<file path="src/rtl/rx_sync_4phase_if.sv">
// Bundled-data link plus local valid/ready port for the four-phase receiver.
// master = transmitter/core side, slave = rx_sync_4phase.
interface rx_sync_4phase_if #(
  parameter int DATA_WIDTH = 8
);
  logic                  req_in;
  logic [DATA_WIDTH-1:0] data_in;
  logic                  ack_out;
  logic [DATA_WIDTH-1:0] data_out;
  logic                  valid_out;
  logic                  ready_in;

  modport master (
    output req_in, data_in, ready_in,
    input  ack_out, data_out, valid_out
  );

  modport slave (
    input  req_in, data_in, ready_in,
    output ack_out, data_out, valid_out
  );
endinterface

</file>
<file path="src/rtl/rx_sync_4phase.sv">
// Four-phase bundled-data receiver: req synchroniser, capture FSM, valid/ready output; RX_STATS_EN adds xfer_count.
// Latency: ack/valid SYNC_STAGES+1 edges after req_in rises; a full output buffer withholds ack.
module rx_sync_4phase #(
  parameter int DATA_WIDTH  = 8,
  parameter int SYNC_STAGES = 2,
  parameter int CNT_WIDTH   = 16
) (
  input  logic                 clk,
  input  logic                 reset,
  rx_sync_4phase_if.slave      link,
  output logic                 busy
`ifdef RX_STATS_EN
  ,
  output logic [CNT_WIDTH-1:0] xfer_count
`endif
);

  typedef enum logic [1:0] {
    S_IDLE   = 2'b00,
    S_ACK_HI = 2'b01,
    S_RETURN = 2'b10
  } state_t;

  state_t                  state;
  logic [SYNC_STAGES-1:0]  sync_q;
  logic                    req_s;
  logic                    ack_q;
  logic                    valid_q;
  logic [DATA_WIDTH-1:0]   data_q;

  assign req_s          = sync_q[SYNC_STAGES-1];
  assign link.ack_out   = ack_q;
  assign link.valid_out = valid_q;
  assign link.data_out  = data_q;

  always_ff @(posedge clk or negedge reset) begin
    if (!reset) begin
      sync_q <= '0;
    end else begin
      sync_q <= {sync_q[SYNC_STAGES-2:0], link.req_in};
    end
  end

  // The pop and the capture are mutually exclusive: capture needs valid_q=0,
  // pop needs valid_q=1, so the capture assignment never overrides a pop.
  always_ff @(posedge clk or negedge reset) begin
    if (!reset) begin
      state   <= S_IDLE;
      ack_q   <= 1'b0;
      valid_q <= 1'b0;
      data_q  <= '0;
      busy    <= 1'b0;
    end else begin
      if (valid_q && link.ready_in) begin
        valid_q <= 1'b0;
      end

      case (state)
        S_IDLE: begin
          ack_q <= 1'b0;
          busy  <= 1'b0;
          if (req_s && !valid_q) begin
            data_q  <= link.data_in;
            valid_q <= 1'b1;
            ack_q   <= 1'b1;
            busy    <= 1'b1;
            state   <= S_ACK_HI;
          end
        end
        S_ACK_HI: begin
          ack_q <= 1'b1;
          busy  <= 1'b1;
          if (!req_s) begin
            ack_q <= 1'b0;
            state <= S_RETURN;
          end
        end
        S_RETURN: begin
          ack_q <= 1'b0;
          busy  <= 1'b0;
          state <= S_IDLE;
        end
        default: begin
          ack_q <= 1'b0;
          busy  <= 1'b0;
          state <= S_IDLE;
        end
      endcase
    end
  end

`ifdef RX_STATS_EN
  always_ff @(posedge clk or negedge reset) begin
    if (!reset) begin
      xfer_count <= '0;
    end else if (state == S_ACK_HI && !req_s) begin
      xfer_count <= xfer_count + 1'b1;
    end
  end
`else
  // Counter width only matters with statistics enabled.
  logic unused_cnt_width;
  assign unused_cnt_width = ^CNT_WIDTH;
`endif

endmodule
</file>
<file path="src/flat_wrapper.sv">
// flat-port wrapper written by rule: the top's interface ports become plain ports
module rx_sync_4phase_flat 
#(
  parameter int DATA_WIDTH  = 8,
  parameter int SYNC_STAGES = 2,
  parameter int CNT_WIDTH   = 16
)
  (clk, reset, busy, link_req_in, link_data_in, link_ready_in, link_ack_out, link_data_out, link_valid_out);
  rx_sync_4phase_if #(.DATA_WIDTH(DATA_WIDTH)) link_i ();
  input  logic clk;
  input  logic reset;
  output logic busy;
  input wire logic [$bits(link_i.req_in)-1:0] link_req_in;
  input wire logic [$bits(link_i.data_in)-1:0] link_data_in;
  input wire logic [$bits(link_i.ready_in)-1:0] link_ready_in;
  output wire logic [$bits(link_i.ack_out)-1:0] link_ack_out;
  output wire logic [$bits(link_i.data_out)-1:0] link_data_out;
  output wire logic [$bits(link_i.valid_out)-1:0] link_valid_out;
  assign link_i.req_in = link_req_in;
  assign link_i.data_in = link_data_in;
  assign link_i.ready_in = link_ready_in;
  assign link_ack_out = link_i.ack_out;
  assign link_data_out = link_i.data_out;
  assign link_valid_out = link_i.valid_out;
  rx_sync_4phase #(.DATA_WIDTH(DATA_WIDTH), .SYNC_STAGES(SYNC_STAGES), .CNT_WIDTH(CNT_WIDTH)) u_core (.clk(clk), .reset(reset), .link(link_i), .busy(busy));
endmodule
</file>
<file path="config.mk">
export PLATFORM = sky130hd
export DESIGN_NAME = rx_sync_4phase_flat
export DESIGN_NICKNAME = d
export VERILOG_FILES = /design/src/rtl/rx_sync_4phase_if.sv /design/src/rtl/rx_sync_4phase.sv /design/src/flat_wrapper.sv
export SDC_FILE = /design/constraint.sdc
export NUM_CORES = 1
export LEC_CHECK = 0
export CAP_MARGIN = 20
export CORE_MARGIN = 3
export CORE_UTILIZATION = 35
export DETAILED_ROUTE_END_ITERATION = 10
export HOLD_SLACK_MARGIN = 0.1
export PLACE_DENSITY = 0.72
export REMOVE_ABC_BUFFERS = 1
export SETUP_SLACK_MARGIN = 0.3
export SYNTH_ARGS = -nofsm -noshare
export SYNTH_HDL_FRONTEND = slang
export SYNTH_SLANG_ARGS = --single-unit
</file>
<file path="constraint.sdc">
create_clock -name clk -period 1.58 [get_ports clk]
set_clock_uncertainty 0.2 [all_clocks]
set_input_delay 0.237 -clock clk [delete_from_list [all_inputs] [get_ports clk]]
set_output_delay 0.237 -clock clk [all_outputs]
set_load 0.05 [all_outputs]
</file>
==> results of run 1 <==
final cells by class:
class,instances,area [µm²]
clock buffers,4,26.3
flip-flops and latches,15,375
inverters,2,7.51
repair buffers,28,378
well taps,15,18.8
multi-input cells,16,184
fillers,98,377
final timing paths:
check	end	slack [ps]	cells past startpoint
setup reg to reg	u_core.link.data_out[5]	30	3
min in group asynchronous	u_core.busy	610	3
hold reg to reg	u_core.sync_q[1]	150	0
max in group asynchronous	u_core.sync_q[0]	400	3
hold / removal	u_core.sync_q[1]	150	0
setup / recovery	u_core.link.data_out[5]	30	3
power groups by stage:
stage	clock network [W]	registers, W	logic (W)
2_1_floorplan	0	0.000935	0.000123
3_3_place_gp	0	0.000619	0.00101
3_5_place_dp	0	0.000621	0.00101
4_1_cts	0.000219	0.000616	0.00108
5_1_grt	0.000232	0.000631	0.00112
6_report	0.000213	0.000615	0.00109
metal layers:
metal	share of wire, %	routed length, µm	vias to the layer above	GRT usage (%)
met1	44	457	180	14.8
li1	-	-	175	-
met4	0	0	0	5.26
met3	7.7	80	0	3.98
met2	48	495	12	17.2
met5	0	0	-	0
synth_stat cells:
| master | instances |
|---|---|
| inv_1 | 2 |
| a21oi_1 | 3 |
| nor4b_4 | 1 |
| dfrtp_1 | 15 |
| nand2b_1 | 2 |
| a21o_1 | 1 |
| nor3_1 | 1 |
| mux2_2 | 8 |
per-stage QoR:
| stage | area, µm² | utilization, % | setup WS, ps |
|---|---|---|---|
| floorplan | 537 | - | -228 |
| CTS | 982 | 71.9 | 33.1 |
| global placement | 916 | 67.0 | 70.6 |
| global route | 990 | 72.4 | -6.29 |
| finish | 990 | 72.4 | 27.7 |
| detailed placement | 916 | 67.0 | 53.4 |
critical path, stage by stage, from the launching register on:
cell	delay [ps]
dfrtp_1	420
nor4b_4	310
buf_4	210
mux2_4	310
cell families after synthesis:
kind of cell	count (synthesis)	share of synthesized area [%]
and+or+nand+nor	4	7.69
DFF	15	69.9
buffers and inverters	2	1.40
muxes	8	16.8
AOI/OAI and AO/OA	4	4.20
cell usage in the layout, fill, tap and decap left out, drive strengths merged:
cell	Yosys	final
buf	0	16
dfrtp	15	15
clkdlybuf4s50	0	11
mux2	8	8
clkbuf	0	4
a21oi	3	3
inv	2	2
nand2b	2	2
nor4b	1	1
a21o	1	1
nor3	1	1
dlygate4sd3	0	1
sequential cells by signal, indices dropped and copies added (netlist names):
name                   cells
u_core.link.data_out       8
u_core.state               2
u_core.sync_q              2
u_core.busy                1
u_core.link.ack_out        1
u_core.link.valid_out      1
what timing repair did:
action                                  CTS  global route
buffers inserted                          0             1
resized for setup                         8             0
hold buffers                              1             0
pin swaps                                 1             0
endpoints found under the setup margin   17            20
endpoints found under the hold margin    15             0
==> flow_summary.ini, run 1 <==
[run_status]
status = completed

[floorplan]
fp.dieH_um = 45.2
io_pins = 23
rows = 13
die_w_um = 45.2
start_util_pct = 39.3
coreArea_um2 = 1370
die_area_um2 = 2040

[synth]
netlist.area_leader.share_pct = 69.9
ys_warn_count = 0
ys_ff_latch = 15
yosys-top-cells-area = dfrtp_1 (70%), mux2_2 (17%), nor4b_4 (4.4%)
synth_cells = 33
yosysSeqAreaShare_pct = 69.9
syn_avg_cell_area_um2 = 16.3
netlist.top_cell.by_area = dfrtp_1
syn_area_um2 = 537
ys_types = 8

[timing]
slew_violations = 0
period_share_pct = 98.2
rsz0062_at_grt = yes
fin_setup_tns_ps = 0
slew_headroom_pct = 85.0
finalCriticalPeriod_ps = 1550
fmax_mhz = 644
hold_viol = 0
setup_violations = 0
fin_worst_hold_slack_ps = 153
worst_pin_slew_ps = 224

[clock_tree]
cts_buffers = 3
clkTransAtPathRegs_ps = 90
cts-root-buf = clkbuf_4
clock_sinks = 15
clk_latency_ps = 270
clockBufferDepth = 2
tritoncts = yes
htreeDepth = 1

[pwr]
vdd_ir_drop_max_mv = 1.14
p_leak_nw = 0.465
p_sw_share_pct = 38.3
clkPwrFrac_pct = 11.1
comb_power_share_pct = 56.7
p_int_w = 0.00118
pwr-share-seq_pct = 32.1
power.density_nw_per_um2 = 1930
switchingPower_w = 0.000733
power_w = 0.00191

[global_route]
track_usage_pct = 11.5
grt_pass1_vias = 400
grt_antenna_before_repair = 0
grt_pass1_wl_um = 1670
grt_max_degree = 16
gr-total-overflow = 0

[hold_path]
hold_path.class = reg -> reg
hp-start = u_core.sync_q[0]

[layout]
antenna_cells = 0
drive_gt1_share_pct = 43.1
area_growth_syn_to_layout_pct = 84.4
final_nets = 78
fin_cells = 80

[placed_design]
dp.cells = 74
gp_congestion = 0.690
post-dp-hpwl_um = 748
port_buffers = 22

[detailed_routing]
antenna_left = 0
wl_um = 1030
drt_iter0_drc = 1
drt_first_pass_iters = 2
post_drt_wl_per_cell_um = 12.9
drcViolationCount = 0
via_per_inst = 4.59
vias = 367

[setup_path]
path_class = reg -> reg
end_kind = flip-flop
cp_max_fo = 5
worstPathArrival_ps = 1520
cp-startpoint = u_core.link.valid_out
timing.critical_path.from_type = flip-flop
critical_path_required_ps = 1550
rr_startpoint = u_core.link.valid_out

[flow_run]
maxCapViolCount = 0
Note: power is estimated with default switching activity, not from simulation.
==> run 2, diff against run 1 <==
--- a/config.mk
+++ b/config.mk
@@ -6,11 +6,11 @@
 export NUM_CORES = 1
 export LEC_CHECK = 0
 export CAP_MARGIN = 20
-export CORE_MARGIN = 3
-export CORE_UTILIZATION = 35
+export CORE_AREA = 3 3 40 42
 export DETAILED_ROUTE_END_ITERATION = 10
+export DIE_AREA = 0 0 43 45
 export HOLD_SLACK_MARGIN = 0.1
-export PLACE_DENSITY = 0.72
+export PLACE_DENSITY = 0.78
 export REMOVE_ABC_BUFFERS = 1
 export SETUP_SLACK_MARGIN = 0.3
 export SYNTH_ARGS = -nofsm -noshare
==> constraint.sdc (replaced) <==
create_clock -name clk -period 1.9 [get_ports clk]
set_clock_uncertainty 0.2 [all_clocks]
set_input_delay 0.285 -clock clk [delete_from_list [all_inputs] [get_ports clk]]
set_output_delay 0.285 -clock clk [all_outputs]
set_load 0.05 [all_outputs]
==> flow_summary.ini, run 2 (synthesized netlist as in run 1, its figures left out) <==
[timing]
worst_pin_slew_ps = 665
setup_ws_ps = 339
fin_worst_hold_slack_ps = 154
setup_violations = 0
slew_headroom_pct = 55.5
period_share_pct = 82.2
fmax_mhz = 640
rsz0062_at_grt = yes
hold_viol = 0
slew_violations = 0
finalCriticalPeriod_ps = 1560
fin_setup_tns_ps = 0

[setup_path]
cp_top_family = flip-flops
worstPathArrival_ps = 1520
end_kind = flip-flop
cpMaxStageDelayCell = dfrtp_1
slowest_delay_ps = 430
crit_buf_inv = 1
critical_path_required_ps = 1860
regToRegSetupSlack_ps = 340
path_class = reg -> reg
cp_max_fo = 8
timing.critical_path.from_type = flip-flop
path_cells = nor4b_4 -> buf_6 -> mux2_2

[clock_tree]
clkTransAtPathRegs_ps = 90
cts_hold_buf = 0
tritoncts = yes
cts_buffers = 3
clockBufferDepth = 2
clock_sinks = 15
cts-root-buf = clkbuf_4
htreeDepth = 1
clk_latency_ps = 270

[floorplan]
fp.dieH_um = 45
coreArea_um2 = 1280
start_util_pct = 41.8
io_pins = 23
die_w_um = 43
die_area_um2 = 1940
rows = 13

[placed_design]
gp_congestion = 0.597
dp.cells = 71
port_buffers = 22
place_area_um2 = 756
post-dp-hpwl_um = 763
pre_cts_ws_ps = 313

[layout]
drive_gt1_share_pct = 42.6
multiInputGateArea_um2 = 154
n_fill_cell = 103
final_nets = 74
seq_area_um2 = 377
fin_cells = 76
layout_commonest_cell = dfrtp_1
area_growth_syn_to_layout_pct = 48.0
final_cell_area_um2 = 795
largest_register_ffs = 8
antenna_cells = 0
mostFrequentLayoutCells = dfrtp_1 (14), buf_4 (12), clkdlybuf4s50_1 (11)

[global_route]
gr-total-overflow = 0
grt_max_degree = 16
grt_pass1_vias = 361
track_usage_pct = 11.0
grt_pass1_wl_um = 1530
grt_antenna_before_repair = 0

[detailed_routing]
drt_first_pass_iters = 1
antenna_left = 0
post_drt_wl_per_cell_um = 12.8
vias = 352
drcViolationCount = 0
drt_iter0_drc = 0
via_per_inst = 4.63
wl_um = 975

[pwr]
power.density_nw_per_um2 = 1580
p_leak_nw = 0.368
vdd_ir_drop_max_mv = 0.871

[hold_path]
hold_path.class = reg -> reg

[run_status]
status = completed

[flow_run]
maxCapViolCount = 0
-- run 2: metal layers --
| metal | GRT usage [%] | vias to the layer above | part of all wire [%] |
|---|---|---|---|
| li1 | - | 171 | - |
| met1 | 13.8 | 166 | 43 |
| met2 | 18.9 | 15 | 49 |
| met3 | 2.39 | 0 | 7.9 |
| met4 | 3.61 | 0 | 0 |
| met5 | 0 | - | 0 |
-- run 2: final cells by class --
class / count / area share [%]
inverters: 2 / 0.945
clock buffers: 4 / 3.31
multi-input cells: 16 / 19.4
well taps: 15 / 2.36
repair buffers: 24 / 26.6
flip-flops and latches: 15 / 47.4
-- run 2: worst paths after layout --
path                                  start                 endpoint  cells after the start
setup / recovery            u_core.state[1]  u_core.link.data_out[2]                      3
hold / removal             u_core.sync_q[0]         u_core.sync_q[1]                      0
setup reg to reg            u_core.state[1]  u_core.link.data_out[2]                      3
hold reg to reg            u_core.sync_q[0]         u_core.sync_q[1]                      0
max in group asynchronous             reset    u_core.link.valid_out                      1
min in group asynchronous             reset  u_core.link.data_out[1]                      1
-- run 2: power by group --
part	leakage, nW	total [W]	switching (W)	internal, W
clock network	0.0150	0.000175	0.0000941	0.0000813
registers	0.178	0.000468	0.0000553	0.000413
logic	0.175	0.000613	0.000398	0.000215
-- run 2: metrics by stage --
step / util, % / total power (W)
2_1_floorplan: - / 0.000879
3_3_place_gp: 58.8 / 0.00107
3_5_place_dp: 58.8 / 0.00109
4_1_cts: 60.9 / 0.00126
5_1_grt: 61.8 / 0.00131
6_report: 61.8 / 0.00126
-- run 2: repair_timing --
action	in CTS	in global routing
resized for setup	0	2
setup endpoints to repair	0	8
setup buffers	0	1
-- run 2: worst reg2reg max path: stages (launching register included) --
cell and delay, ps:
dfrtp_1 430, nor4b_4 300, buf_6 180, mux2_2 350
==> run 3, diff against run 2 <==
--- a/config.mk
+++ b/config.mk
@@ -6,11 +6,11 @@
 export NUM_CORES = 1
 export LEC_CHECK = 0
 export CAP_MARGIN = 20
-export CORE_AREA = 3 3 40 42
+export CORE_MARGIN = 3
+export CORE_UTILIZATION = 35
 export DETAILED_ROUTE_END_ITERATION = 10
-export DIE_AREA = 0 0 43 45
 export HOLD_SLACK_MARGIN = 0.1
-export PLACE_DENSITY = 0.78
+export PLACE_DENSITY = 0.72
 export REMOVE_ABC_BUFFERS = 1
 export SETUP_SLACK_MARGIN = 0.3
 export SYNTH_ARGS = -nofsm -noshare
==> constraint.sdc (replaced) <==
create_clock -name clk -period 1.4 [get_ports clk]
set_clock_uncertainty 0.2 [all_clocks]
set_input_delay 0.21 -clock clk [delete_from_list [all_inputs] [get_ports clk]]
set_output_delay 0.21 -clock clk [all_outputs]
set_load 0.05 [all_outputs]
==> flow_summary.ini, run 3 (synthesized netlist as in run 1, its figures left out) <==
[timing]
slew_violations = 0
finalCriticalPeriod_ps = 1560
rsz0062_at_grt = yes
period_share_pct = 112
hold_viol = 0
fin_setup_tns_ps = -1160
worst_pin_slew_ps = 239
fmax_mhz = 640
setup_ws_ps = -164
setup_violations = 8
slew_headroom_pct = 84.0

[clock_tree]
tritoncts = yes
clock_sinks = 15
clkTransAtPathRegs_ps = 90
htreeDepth = 1
cts-root-buf = clkbuf_4
clk_latency_ps = 270
cts_buffers = 3
clockBufferDepth = 2

[setup_path]
rr_worst_depth = 3
timing.critical_path.from_type = flip-flop
worstPathArrival_ps = 1520
path_class = reg -> reg
cp_max_fo = 4
rr_startpoint = u_core.state[0]
end_kind = flip-flop
r2r-end = u_core.link.data_out[0]
critical_path_required_ps = 1350
regToRegSetupSlack_ps = -160

[floorplan]
die_area_um2 = 2040
coreArea_um2 = 1370
rows = 13
die_w_um = 45.2
io_pins = 23
start_util_pct = 39.3
fp.dieH_um = 45.2

[global_route]
grt_pass1_wl_um = 1810
grt_antenna_before_repair = 0
grt_pass1_vias = 429
gr-total-overflow = 0
track_usage_pct = 12.5
grt_max_degree = 16

[hold_path]
hold_path.class = in -> async

[layout]
area_growth_syn_to_layout_pct = 93.7
antenna_cells = 0
drive_gt1_share_pct = 52.9
layout_commonest_cell = dfrtp_1
final_nets = 81
mostFrequentLayoutCells = dfrtp_1 (15), clkdlybuf4s50_1 (11), buf_12 (11)
largest_register_ffs = 8

[detailed_routing]
wl_um = 1120
via_per_inst = 4.67
drt_iter0_drc = 1
post_drt_wl_per_cell_um = 13.5
drt_first_pass_iters = 2
vias = 388
drcViolationCount = 0
antenna_left = 0

[pwr]
power_w = 0.00220
vdd_ir_drop_max_mv = 1.55
power.density_nw_per_um2 = 2110
p_leak_nw = 0.482

[placed_design]
gp_congestion = 0.691
port_buffers = 22
post-dp-hpwl_um = 755

[run_status]
status = finished, violations left
violations = setup timing

[flow_run]
maxCapViolCount = 0
run 3: cell count changes in the layout (fill, tap and decap cells not counted), sizes merged:
cell,previous run,this run
buf,13,20
run 3: worst max path at each step:
stage / from / to / cells after the start
after floorplan: u_core.link.valid_out / u_core.link.data_out[0] / 2
after global placement: u_core.state[0] / u_core.link.data_out[6] / 3
after detailed placement: u_core.state[0] / u_core.link.data_out[0] / 3
after CTS: u_core.state[0] / u_core.link.data_out[0] / 3
after global routing: u_core.state[0] / u_core.link.data_out[3] / 3
final: u_core.state[0] / u_core.link.data_out[0] / 3
run 3: area by class of cell:
cell class / instances / area (µm²)
clock buffer: 4 / 26.3
fill: 92 / 327
inverter: 2 / 7.51
multi-input combinational: 16 / 191
sequential: 15 / 375
tap: 15 / 18.8
timing repair buffer: 31 / 420
run 3: through the flow:
stage | instance area (µm²) | std cells | utilization [%] | setup slack [ps] | hold slack [ps]
2_1_floorplan | 537 | 33 | - | -408 | -286
3_5_place_dp | 923 | 75 | 67.6 | -154 | 136
5_1_grt | 1040 | 83 | 76.1 | -219 | 60.2
3_3_place_gp | 923 | 75 | 67.6 | -95.9 | 132
4_1_cts | 995 | 81 | 72.8 | -170 | 56.8
6_report | 1040 | 83 | 76.1 | -164 | 47.1
run 3: report_power, final:
group | total [W] | internal (W) | switching [W]
Clock | 0.000235 | 0.000110 | 0.000125
Sequential | 0.000698 | 0.000560 | 0.000138
Combinational | 0.00127 | 0.000689 | 0.000576
run 3: repair_timing:
item | 4_1_cts | 5_1_grt
setup endpoints to repair | 22 | 23
gates resized for setup | 7 | 8
endpoints found under the hold margin | 15 | 15
setup buffers | 2 | 2
pin swaps | 1 | 3
run 3: worst max-delay path, cell delays in order (launching register included):
cell and delay [ps]:
dfrtp_1 410, nor4b_4 320, buf_4 190, mux2_2 330
run 3: layer usage:
layer	global-route usage (%)	routed length (µm)	share of wire, %	vias to the layer above
met5	0	0	0	-
met4	5.26	10	0.89	0
met3	2.39	59	5.3	2
met2	20.3	558	50	12
met1	16.1	493	44	189
li1	-	-	-	185
==> RTL change 1: new RTL, config.mk and constraints of run 2 <==
The 3 states of `state_t` get a one-hot encoding in 3 bits.
--- a/src/rtl/rx_sync_4phase.sv
+++ b/src/rtl/rx_sync_4phase.sv
@@ -17,6 +17,6 @@
 
-  typedef enum logic [1:0] {
-    S_IDLE   = 2'b00,
-    S_ACK_HI = 2'b01,
-    S_RETURN = 2'b10
+  typedef enum logic [2:0] {
+    S_IDLE   = 3'b001,
+    S_ACK_HI = 3'b010,
+    S_RETURN = 3'b100
   } state_t;
Formal check against the unedited RTL: no difference found for any inputs over 10 cycles, from zero or initial values and one cycle with reset low; not proved beyond that.
==> RTL change 1 against run 2 <==
Routed wire length increased by 8.0%; cell area increased by 7.1%; core utilization increased by 4.4 points; setup slack improved by 0.021 ns; final cell count increased by 1.3%; total power increased by 34%; global-route usage increased by 1.9 points; synthesized area increased by 13%; sequential cell count increased by 1; critical endpoint is now u_core.link.data_out[7]$_DFFE_PN0P_.
==> RTL change 1: results <==
group,metric,value,unit
logic_synthesis,seq_area_frac_synth,66.0,%
logic_synthesis,ys_top_cells_by_area,"dfrtp_1 (62%), mux2_4 (17%), dfstp_2 (4.3%), nand4b_2 (2.5%), nor3b_1 (2.5%)",
setup_path,regToRegSetupSlack,0.36,ns
detailed_routing,ant_nets,0,
setup_path,slowest_stage,"dfrtp_1",
setup_path,worst_path_largest_cell_delay,0.41,ns
placement,place_congestion,0.681,
cells_and_area,insertedDiodeCount,0,
timing,tightestPinTransition,0.252,ns
timing,hold_slack,0.121,ns
power_and_ir_drop,p_leak,0.416,nW
clock_network,cts_root_buf,"clkbuf_4",
detailed_routing,dr.pass1.iters,1,
clock_network,htree_levels,1,
setup_path,crit_family,"simple AND/OR/NAND/NOR gates",
power_and_ir_drop,ir_drop,1.03,mV
placement,dp_slack,0.211,ns
detailed_routing,dr_total_vias,369,
setup_path,crit_path_end,"u_core.link.data_out[7]$_DFFE_PN0P_",
setup_path,cp_max_fo,11,
global_route,grt_max_degree,17,
cells_and_area,drive_above_1_share,43.5,%
clock_network,clkTransAtPathRegs,0.09,ns
setup_path,ff2ff_path_depth,3,
placement,io_buffers,22,
global_route,first_global_vias,413,
logic_synthesis,synthTopCellsByCount,"dfrtp_1 (15), mux2_4 (7), nor3b_1 (2)",
logic_synthesis,async_flop_share,100,%
logic_synthesis,synth.distinct_cells,15,
global_route,grt_pass1_wl,1800,um
detailed_routing,wl,1050,um
global_route,grt.total_usage,12.9,%
cells_and_area,nets,75,
clock_network,numCtsBuffers,3,
placement,dp_hpwl,816,um
outcome,outcome,"finished, final reports clean",
timing,finalCriticalPeriod,1.54,ns
setup_path,startpoint,"u_core.link.valid_out$_DFF_PN0_",
clock_network,clkLatencyLatePin,0.27,ns
cells_and_area,largest_register_ffs,8,
cells_and_area,fill_cells,99,
logic_synthesis,yosysWarnings,0,
setup_path,arrival,1.51,ns
global_route,antenna_found_initial,0,
detailed_routing,drtIter0Drc,0,
clock_network,clk_path_buf_depth,2,
worst_hold_path,hp-class,"in -> async",
RTL change 1: cell count changes in the layout (fill, tap and decap cells not counted), sizes merged, moves of 2 or more:
cell and change:
nand2b -2, a21oi -3, nor3b +2, nor2 +2
RTL change 1: through the flow:
stage,total power [mW],area (um^2),std cells
after CTS,1.70,851,77
after global placement,1.49,816,73
after detailed placement,1.51,816,73
final,1.68,851,77
after global routing,1.77,851,77
after floorplan,1.23,597,35
RTL change 1: logic make-up after synthesis:
| family | Yosys count | synth area share, % |
|---|---|---|
| compound gates | 1 | 0.822 |
| buf+inv | 2 | 2.47 |
| flops | 16 | 66.1 |
| mux | 9 | 20.8 |
| simple gates | 8 | 9.88 |
RTL change 1: final cells by class:
| cell class | instances | share of cell area (%) |
|---|---|---|
| Sequential cell | 16 | 47.2 |
| Multi-Input combinational cell | 18 | 23.5 |
| Tap cell | 15 | 2.21 |
| Inverter | 1 | 0.441 |
| Timing Repair Buffer | 23 | 23.5 |
| Clock buffer | 4 | 3.09 |
RTL change 1: power by group:
part	switching, mW	total (mW)	internal [mW]
Combinational	0.571	0.934	0.363
Clock	0.0933	0.175	0.0813
Sequential	0.0894	0.574	0.485
Total	0.754	1.68	0.929
RTL change 1: routing by layer:
metal	part of all wire, %	track usage (%)	wire length [um]	up-vias
met5	0	0	0	-
met4	0.66	7.23	7	0
met3	7.0	3.59	74	2
met2	49	22.2	517	15
met1	43	14.6	454	177
li1	-	-	-	175
RTL change 1: timing repair:
action / CTS / global route
endpoints found under the setup margin: 8 / 0
resized for setup: 1 / 0
setup buffers: 0 / 0
==> RTL change 2: new RTL, config.mk and constraints of run 2 <==
Made on the original files. `SYNC_STAGES` is set to 2 in 2 places; all go to 4.
--- a/src/rtl/rx_sync_4phase.sv
+++ b/src/rtl/rx_sync_4phase.sv
@@ -4,3 +4,3 @@
   parameter int DATA_WIDTH  = 8,
-  parameter int SYNC_STAGES = 2,
+  parameter int SYNC_STAGES = 4,
   parameter int CNT_WIDTH   = 16
--- a/src/flat_wrapper.sv
+++ b/src/flat_wrapper.sv
@@ -4,3 +4,3 @@
   parameter int DATA_WIDTH  = 8,
-  parameter int SYNC_STAGES = 2,
+  parameter int SYNC_STAGES = 4,
   parameter int CNT_WIDTH   = 16
Check against the original RTL: not equivalent (a bounded check fails within 4 cycles, from zero or initial values and one cycle with reset low).
==> RTL change 2 against run 2 <==
Final cell count grew 2.6%; fmax increased by 2.2%; sequential power grew 9.6%; count of clock-buffer cells in the layout fell by 1; cell area grew 6.3%; total power rose by 4.1%; die area unchanged; synthesized cell count grew 6.1%; sequential cell count up 2; non-clock buffer count unchanged; setup slack improved by 0.033 ns; routed wire length rose by 1.5%; synthesized area grew 9.3%; critical endpoint is now u_core.link.data_out[7]$_DFFE_PN0P_; highest routed layer is now met4.
==> RTL change 2: results <==
group,metric,value,unit
setup_path,regToRegSetupSlack,0.37,ns
power_and_ir_drop,p_comb,0.606,mW
detailed_routing,highest_layer,"met4",
global_route,grt_util_met2,21.6,%
placement,dp_hpwl,754,um
logic_synthesis,synthTopCellsByCount,"dfrtp_1 (17), mux2_2 (8), a21oi_1 (3)",
detailed_routing,wl_met2,489,um
placement,dpl_cell_area,813,um^2
power_and_ir_drop,internal_power,0.747,mW
setup_path,worstReg2RegEnd,"u_core.link.data_out[7]$_DFFE_PN0P_",
global_route,grt_max_degree,18,
detailed_routing,drtIter0Drc,1,
power_and_ir_drop,clk-power,0.189,mW
global_route,grt.total_usage,12.7,%
global_route,grt_pass1_wl,1750,um
cells_and_area,drive_above_1_share,41.3,%
clock_network,cts_resized,0,
detailed_routing,wl_per_cell,12.7,um
timing,tightestPinTransition,0.237,ns
detailed_routing,met3_length,82,um
worst_hold_path,hp-class,"in -> async",
outcome,outcome,"finished, final reports clean",
clock_network,clkLatencyLatePin,0.29,ns
detailed_routing,wl_met1,384,um
placement,place_congestion,0.632,
global_route,first_global_vias,394,
global_route,grtUsageMet1,13.8,%
detailed_routing,dr.pass1.iters,2,
setup_path,crit_path_end,"u_core.link.data_out[7]$_DFFE_PN0P_",
setup_path,r2r-start,"u_core.link.valid_out$_DFF_PN0_",
setup_path,cp_max_fo,9,
cells_and_area,nets,76,
power_and_ir_drop,p_leak,0.395,nW
cells_and_area,insertedDiodeCount,0,
logic_synthesis,ys_top_cells_by_area,"dfrtp_1 (72%), mux2_2 (15%), nor4b_4 (4.1%), a21oi_1 (2.6%), nand2b_1 (2.1%)",
setup_path,worst_path_largest_cell_delay,0.47,ns
timing,hold_slack,0.105,ns
detailed_routing,dr_total_vias,376,
timing,setup_violations,0,
logic_synthesis,seq_area_frac_synth,72.5,%
power_and_ir_drop,ir_drop,1.14,mV
setup_path,ff2ff_path_depth,3,
[RTL change 2: stage by stage]
stage | total power [mW] | setup slack [ns] | util, % | std cells
2_1_floorplan | 0.925 | 0.0920 | - | 35
3_3_place_gp | 1.12 | 0.380 | 63.3 | 74
3_5_place_dp | 1.13 | 0.358 | 63.3 | 74
4_1_cts | 1.33 | 0.343 | 65.4 | 78
5_1_grt | 1.38 | 0.287 | 65.7 | 78
6_report | 1.31 | 0.372 | 65.7 | 78
[RTL change 2: cells by family after synthesis]
family	synth area share [%]
AO/OA/AOI/OAI	3.84
buffers and inverters	1.28
flip-flops	72.5
multiplexers	15.4
AND/OR/NAND/NOR	7.03
[RTL change 2: final cells by class]
class	instances	area (um^2)
Fill cell	99	440
Sequential cell	17	425
Timing Repair Buffer	24	211
Multi-Input combinational cell	16	154
Clock buffer	3	22.5
Tap cell	15	18.8
Inverter	2	7.51
Clock inverter	1	5.00
